### src/rtl/pipelined_addsub_if.sv
// Operand/result handshake bundle for pipelined_addsub.
// Optional ovf signal exists only when PADD_OVF_EN is defined.
interface pipelined_addsub_if #(
    parameter int WIDTH = 16
);
    logic             in_valid;
    logic             in_ready;
    logic [WIDTH-1:0] a;
    logic [WIDTH-1:0] b;
    logic             c_in;
    logic             sub;
    logic             out_valid;
    logic             out_ready;
    logic [WIDTH-1:0] sum;
    logic             c_out;
`ifdef PADD_OVF_EN
    logic             ovf;

    modport master (
        output in_valid, a, b, c_in, sub, out_ready,
        input  in_ready, out_valid, sum, c_out, ovf
    );

    modport slave (
        input  in_valid, a, b, c_in, sub, out_ready,
        output in_ready, out_valid, sum, c_out, ovf
    );
`else
    modport master (
        output in_valid, a, b, c_in, sub, out_ready,
        input  in_ready, out_valid, sum, c_out
    );

    modport slave (
        input  in_valid, a, b, c_in, sub, out_ready,
        output in_ready, out_valid, sum, c_out
    );
`endif
endinterface

### src/rtl/pipelined_addsub.sv
// Segmented add/sub pipeline: one SEG_W-bit carry segment per stage.
// Define PADD_OVF_EN to add the signed-overflow output.
module pipelined_addsub #(
    parameter int WIDTH = 16,
    parameter int SEG_W = 4
) (
    input logic              clk,
    input logic              reset,
    pipelined_addsub_if.slave bus
);
    localparam int STAGES = WIDTH / SEG_W;
    localparam int OPS    = (STAGES > 1) ? STAGES - 1 : 1;

    logic              adv;
    logic [STAGES-1:0] vld;
    logic [STAGES-1:0] cy_r;
    logic [WIDTH-1:0]  res_r [STAGES];
    logic [WIDTH-1:0]  a_r   [OPS];
    logic [WIDTH-1:0]  b_r   [OPS];

    logic [WIDTH-1:0]  src_a [STAGES];
    logic [WIDTH-1:0]  src_b [STAGES];
    logic [WIDTH-1:0]  src_r [STAGES];
    logic [WIDTH-1:0]  n_res [STAGES];
    logic [SEG_W:0]    seg   [STAGES];
    logic [STAGES-1:0] src_c;
    logic [STAGES-1:0] src_v;
    logic [STAGES-1:0] n_cy;

    assign adv           = !vld[STAGES-1] | bus.out_ready;
    assign bus.in_ready  = adv;
    assign bus.out_valid = vld[STAGES-1];
    assign bus.sum       = res_r[STAGES-1];
    assign bus.c_out     = cy_r[STAGES-1];

    // Stage k consumes the beat held by stage k-1 and resolves segment k.
    always_comb begin
        for (int k = 0; k < STAGES; k++) begin
            if (k == 0) begin
                src_a[k] = bus.a;
                src_b[k] = bus.sub ? ~bus.b : bus.b;
                src_r[k] = '0;
                src_c[k] = bus.sub | bus.c_in;
                src_v[k] = bus.in_valid;
            end else begin
                src_a[k] = a_r[(k > 0) ? k - 1 : 0];
                src_b[k] = b_r[(k > 0) ? k - 1 : 0];
                src_r[k] = res_r[(k > 0) ? k - 1 : 0];
                src_c[k] = cy_r[(k > 0) ? k - 1 : 0];
                src_v[k] = vld[(k > 0) ? k - 1 : 0];
            end
            seg[k] = {1'b0, src_a[k][k*SEG_W +: SEG_W]}
                   + {1'b0, src_b[k][k*SEG_W +: SEG_W]}
                   + {{SEG_W{1'b0}}, src_c[k]};
            n_res[k] = src_r[k];
            n_res[k][k*SEG_W +: SEG_W] = seg[k][SEG_W-1:0];
            n_cy[k] = seg[k][SEG_W];
        end
    end

`ifdef PADD_OVF_EN
    logic ovf_r;
    logic n_ovf;
    logic msb_a;
    logic msb_b;

    assign msb_a   = src_a[STAGES-1][WIDTH-1];
    assign msb_b   = src_b[STAGES-1][WIDTH-1];
    assign n_ovf   = (msb_a == msb_b)
                   & (n_res[STAGES-1][WIDTH-1] != msb_a);
    assign bus.ovf = ovf_r;

    always_ff @(posedge clk) begin
        if (reset) begin
            ovf_r <= 1'b0;
        end else if (adv) begin
            ovf_r <= n_ovf;
        end
    end
`endif

    always_ff @(posedge clk) begin
        if (reset) begin
            vld  <= '0;
            cy_r <= '0;
            for (int k = 0; k < STAGES; k++) begin
                res_r[k] <= '0;
            end
            for (int k = 0; k < OPS; k++) begin
                a_r[k] <= '0;
                b_r[k] <= '0;
            end
        end else if (adv) begin
            vld  <= src_v;
            cy_r <= n_cy;
            for (int k = 0; k < STAGES; k++) begin
                res_r[k] <= n_res[k];
            end
            for (int k = 0; k < STAGES - 1; k++) begin
                a_r[k] <= src_a[k];
                b_r[k] <= src_b[k];
            end
        end
    end
endmodule

### src/flat_wrapper.sv
// flat-port wrapper written by rule: the top's interface ports become plain ports
module pipelined_addsub_flat 
#(
    parameter int WIDTH = 16,
    parameter int SEG_W = 4
)
  (clk, reset, bus_in_valid, bus_a, bus_b, bus_c_in, bus_sub, bus_out_ready, bus_in_ready, bus_out_valid, bus_sum, bus_c_out);
  pipelined_addsub_if #(.WIDTH(WIDTH)) bus_i ();
  input logic clk;
  input logic reset;
  input wire logic [$bits(bus_i.in_valid)-1:0] bus_in_valid;
  input wire logic [$bits(bus_i.a)-1:0] bus_a;
  input wire logic [$bits(bus_i.b)-1:0] bus_b;
  input wire logic [$bits(bus_i.c_in)-1:0] bus_c_in;
  input wire logic [$bits(bus_i.sub)-1:0] bus_sub;
  input wire logic [$bits(bus_i.out_ready)-1:0] bus_out_ready;
  output wire logic [$bits(bus_i.in_ready)-1:0] bus_in_ready;
  output wire logic [$bits(bus_i.out_valid)-1:0] bus_out_valid;
  output wire logic [$bits(bus_i.sum)-1:0] bus_sum;
  output wire logic [$bits(bus_i.c_out)-1:0] bus_c_out;
  assign bus_i.in_valid = bus_in_valid;
  assign bus_i.a = bus_a;
  assign bus_i.b = bus_b;
  assign bus_i.c_in = bus_c_in;
  assign bus_i.sub = bus_sub;
  assign bus_i.out_ready = bus_out_ready;
  assign bus_in_ready = bus_i.in_ready;
  assign bus_out_valid = bus_i.out_valid;
  assign bus_sum = bus_i.sum;
  assign bus_c_out = bus_i.c_out;
  pipelined_addsub #(.WIDTH(WIDTH), .SEG_W(SEG_W)) u_core (.clk(clk), .reset(reset), .bus(bus_i));
endmodule
### config.mk
export PLATFORM = sky130hd
export DESIGN_NAME = pipelined_addsub_flat
export DESIGN_NICKNAME = d
export VERILOG_FILES = /design/src/rtl/pipelined_addsub_if.sv /design/src/rtl/pipelined_addsub.sv /design/src/flat_wrapper.sv
export SDC_FILE = /design/constraint.sdc
export NUM_CORES = 1
export LEC_CHECK = 0
export CAP_MARGIN = 20
export CORE_MARGIN = 2
export CORE_UTILIZATION = 35
export CTS_CLUSTER_DIAMETER = 40
export DETAILED_ROUTE_END_ITERATION = 10
export DONT_BUFFER_PORTS = 1
export SLEW_MARGIN = 20
export SYNTH_ARGS = -nofsm -noshare
export SYNTH_HDL_FRONTEND = slang
export SYNTH_SLANG_ARGS = --single-unit
### constraint.sdc
create_clock -name clk -period 5.31 [get_ports clk]
set_input_delay 0.531 -clock clk [delete_from_list [all_inputs] [get_ports clk]]
set_output_delay 0.531 -clock clk [all_outputs]
set_load 0.02 [all_outputs]
==> impl_metrics.ini <==
[detailed_routing]
drtPass1Iterations = 4
dr_total_vias = 2193
routedWlPerCell_um = 15.20
wirelength_mm = 6.902
drc = 0
postRouteAntennaNets = 0
drtIter0Drc = 108
viasPerCell = 4.830

[floorplan]
row_count = 40
die_height_um = 114.8
core_area_um2 = 12010
start_util_pct = 35.74
fp.dieW_um = 114.8
num_io_pins = 57
die_area_um2 = 13170

[cells_and_area]
drive_above_1_share_pct = 6.840
area_delta_synth_final_pct = 7.199
fin_nets = 360
mostFrequentLayoutCells = 88 x edfxtp_1, 65 x and3_1, 25 x nor2_1, 15 x inv_1, 13 x xnor2_1
n_fill_cell = 1169
fin_cells = 454
design_area_um2 = 4602
diodes = 0
mostFrequentLayoutCell = edfxtp_1
final_core_util_pct = 38.31

[cts]
clk_pin_slew_ps = 60
cts_setup_buffers = 0
clock_path_buffers = 2
cts_made_buffers = 9
clk_latency_ps = 350
hold_buffers = 0
tritoncts = yes
htree_levels = 3
root_buffer = clkbuf_16
clkSinkCount = 96
post_cts_resized = 0

[global_routing]
grt_pass1_vias = 2207
grt_pass1_wl_mm = 11.21
grt_overflow = 0
track_usage_pct = 11.27
use_met3_pct = 3.585
grt_max_degree = 89
grt_busiest_layer = met2
antenna_found_initial = 0
grt_use_met2_pct = 16.84
use_met1_pct = 15.23

[worst_setup_path]
worstReg2RegEnd = u_core.res_r[1][7]$_SDFFCE_PN0P_
critPathArrivalTime_ps = 2900
critPathLaunchType = flop
critPathMaxFanout = 74
worstSetupEndpointType = flop
crit_required_ps = 5380
startpoint = u_core.vld[3]$_SDFFE_PP0P_
rr_startpoint = u_core.vld[3]$_SDFFE_PP0P_
r2r_setup_slack_ps = 2480
crit_type = flop to flop
worstRegToRegCells = 4

[power]
swShare_pct = 21.90
p_seq_share_pct = 56.5
leakage_uw = 0.002002
p_comb_share_pct = 6.4
power_density_nw_per_um2 = 347.7
power_frac_clock_pct = 37.1
internal_power_uw = 1250
netSwitchingPower_uw = 350.4
vdd_drop_max_mv = 0.2042

[synth]
syn_area_per_cell_um2 = 13.80
synth_edf_count = 88
synth_flop_cell = edfxtp_1
netlist_area_um2 = 4293
synth_cell_types = 29
yosysWarnings = 0
synthArstFlopShare_pct = 0
seq_area_frac_synth_pct = 65.29
syn-instance-count = 311
synth-seq-cells = 96
synth_nets = 369

[min_path]
hp-start = reset
hold_class = primary input to flop
min_to = u_core.vld[0]$_SDFFE_PP0P_
whs_path_depth = 1

[sta]
slew_headroom_pct = 41.67
drv_slew = 0
hold_violations = 0
fin_skew_ps = 6.492
tns_ps = 0
rsz0062_at_grt = false
setup_viol = 0
fin_crit_sh_pct = 53.22
worstMarginPinSlew_ps = 875.0
fmax_mhz = 353.8
post-route-min-period_ps = 2826
hold_ws_ps = 254.6

[placed_design]
io_buffers = 0
dp.cells = 438
postPlaceCellArea_um2 = 4319
hpwl_mm = 4.298
place.gp.congestion = 0.7179

[flow_run]
maxCapViolCount = 0

[status]
outcome = finished, final reports clean
-- worst max-delay path, cell delays in order (launching register included) --
cell      delay (ps)
dfxtp_1          450
nor2b_4          430
clkinv_2         780
nand2_2          750
nor3_1           130
-- state kept, by name, indices dropped and copies added (netlist names) --
| name | count |
|---|---|
| u_core.cy_r | 4 |
| u_core.b_r | 24 |
| u_core.vld | 4 |
| u_core.res_r | 40 |
| u_core.a_r | 24 |
-- logic make-up (layout without fill, tap and decap cells) --
group                    after synthesis  count (layout)  synth area share, %
XOR/XNOR                              17              17                3.468
flip-flops                            96              96                65.29
AO/OA/AOI/OAI                         21              21                2.827
multiplexers                           2               2               0.4664
AND/OR/NAND/NOR                      117             117                15.21
adder cells (fa/ha/maj)               20              20                7.228
buffers and inverters                 38              34                5.509
-- cell usage after synthesis (all sizes together), types with 3 or more instances --
library cell | instances | area (um^2)
o21ai | 4 | 20.02
nand2 | 8 | 32.54
xor2 | 4 | 35.03
nor2 | 25 | 93.84
nor2b | 7 | 51.30
nor3 | 5 | 25.02
edfxtp | 88 | 2643
fa | 8 | 160.2
a21oi | 11 | 55.05
a21o | 3 | 22.52
ha | 12 | 150.1
inv | 17 | 63.81
xnor2 | 13 | 113.9
buf | 19 | 165.2
and3 | 65 | 406.6
dfxtp | 8 | 160.2
-- metrics by stage --
step,worst slack [ps],total power [uW]
after global placement,2912,1023
final,2484,1600
after global routing,2181,1662
after floorplan,2126,1005
after CTS,2856,1621
after detailed placement,2891,1026
-- power by group through the flow --
stage / Sequential, uW / Clock [uW] / Combinational, uW
CTS: 905 / 610 / 106
detailed placement: 921 / 0 / 105
global route: 910 / 631 / 120
floorplan: 915 / 0 / 90.1
finish: 904 / 593 / 103
global placement: 920 / 0 / 104
-- worst max-delay path by stage --
stage,depth (start not counted),to,slack (ps)
after floorplan,4,u_core.a_r[0][10]$_SDFFCE_PN0P_,2130
after global placement,4,u_core.res_r[2][11]$_SDFFCE_PN0P_,2910
after detailed placement,4,u_core.res_r[3][14]$_SDFFCE_PN0P_,2890
after CTS,4,u_core.res_r[1][7]$_SDFFCE_PN0P_,2860
after global routing,4,u_core.res_r[1][7]$_SDFFCE_PN0P_,2180
final,4,u_core.res_r[1][7]$_SDFFCE_PN0P_,2480
-- layer usage --
| layer | share of wire [%] | vias up |
|---|---|---|
| li1 | - | 1089 |
| met1 | 48 | 1038 |
| met2 | 45 | 57 |
| met3 | 5.1 | 9 |
| met4 | 1.7 | 0 |
| met5 | 0 | - |
-- final cells by class --
cell class	instances	area, um^2	share of cell area (%)
Clock buffer	10	229.0	4.976
Clock inverter	6	43.79	0.9516
Inverter	17	65.06	1.414
Multi-Input combinational cell	177	1270	27.60
Sequential cell	96	2803	60.90
Tap cell	147	183.9	3.997
Timing Repair Buffer	1	7.507	0.1631
No activity file was read; power rests on OpenSTA's default activity.
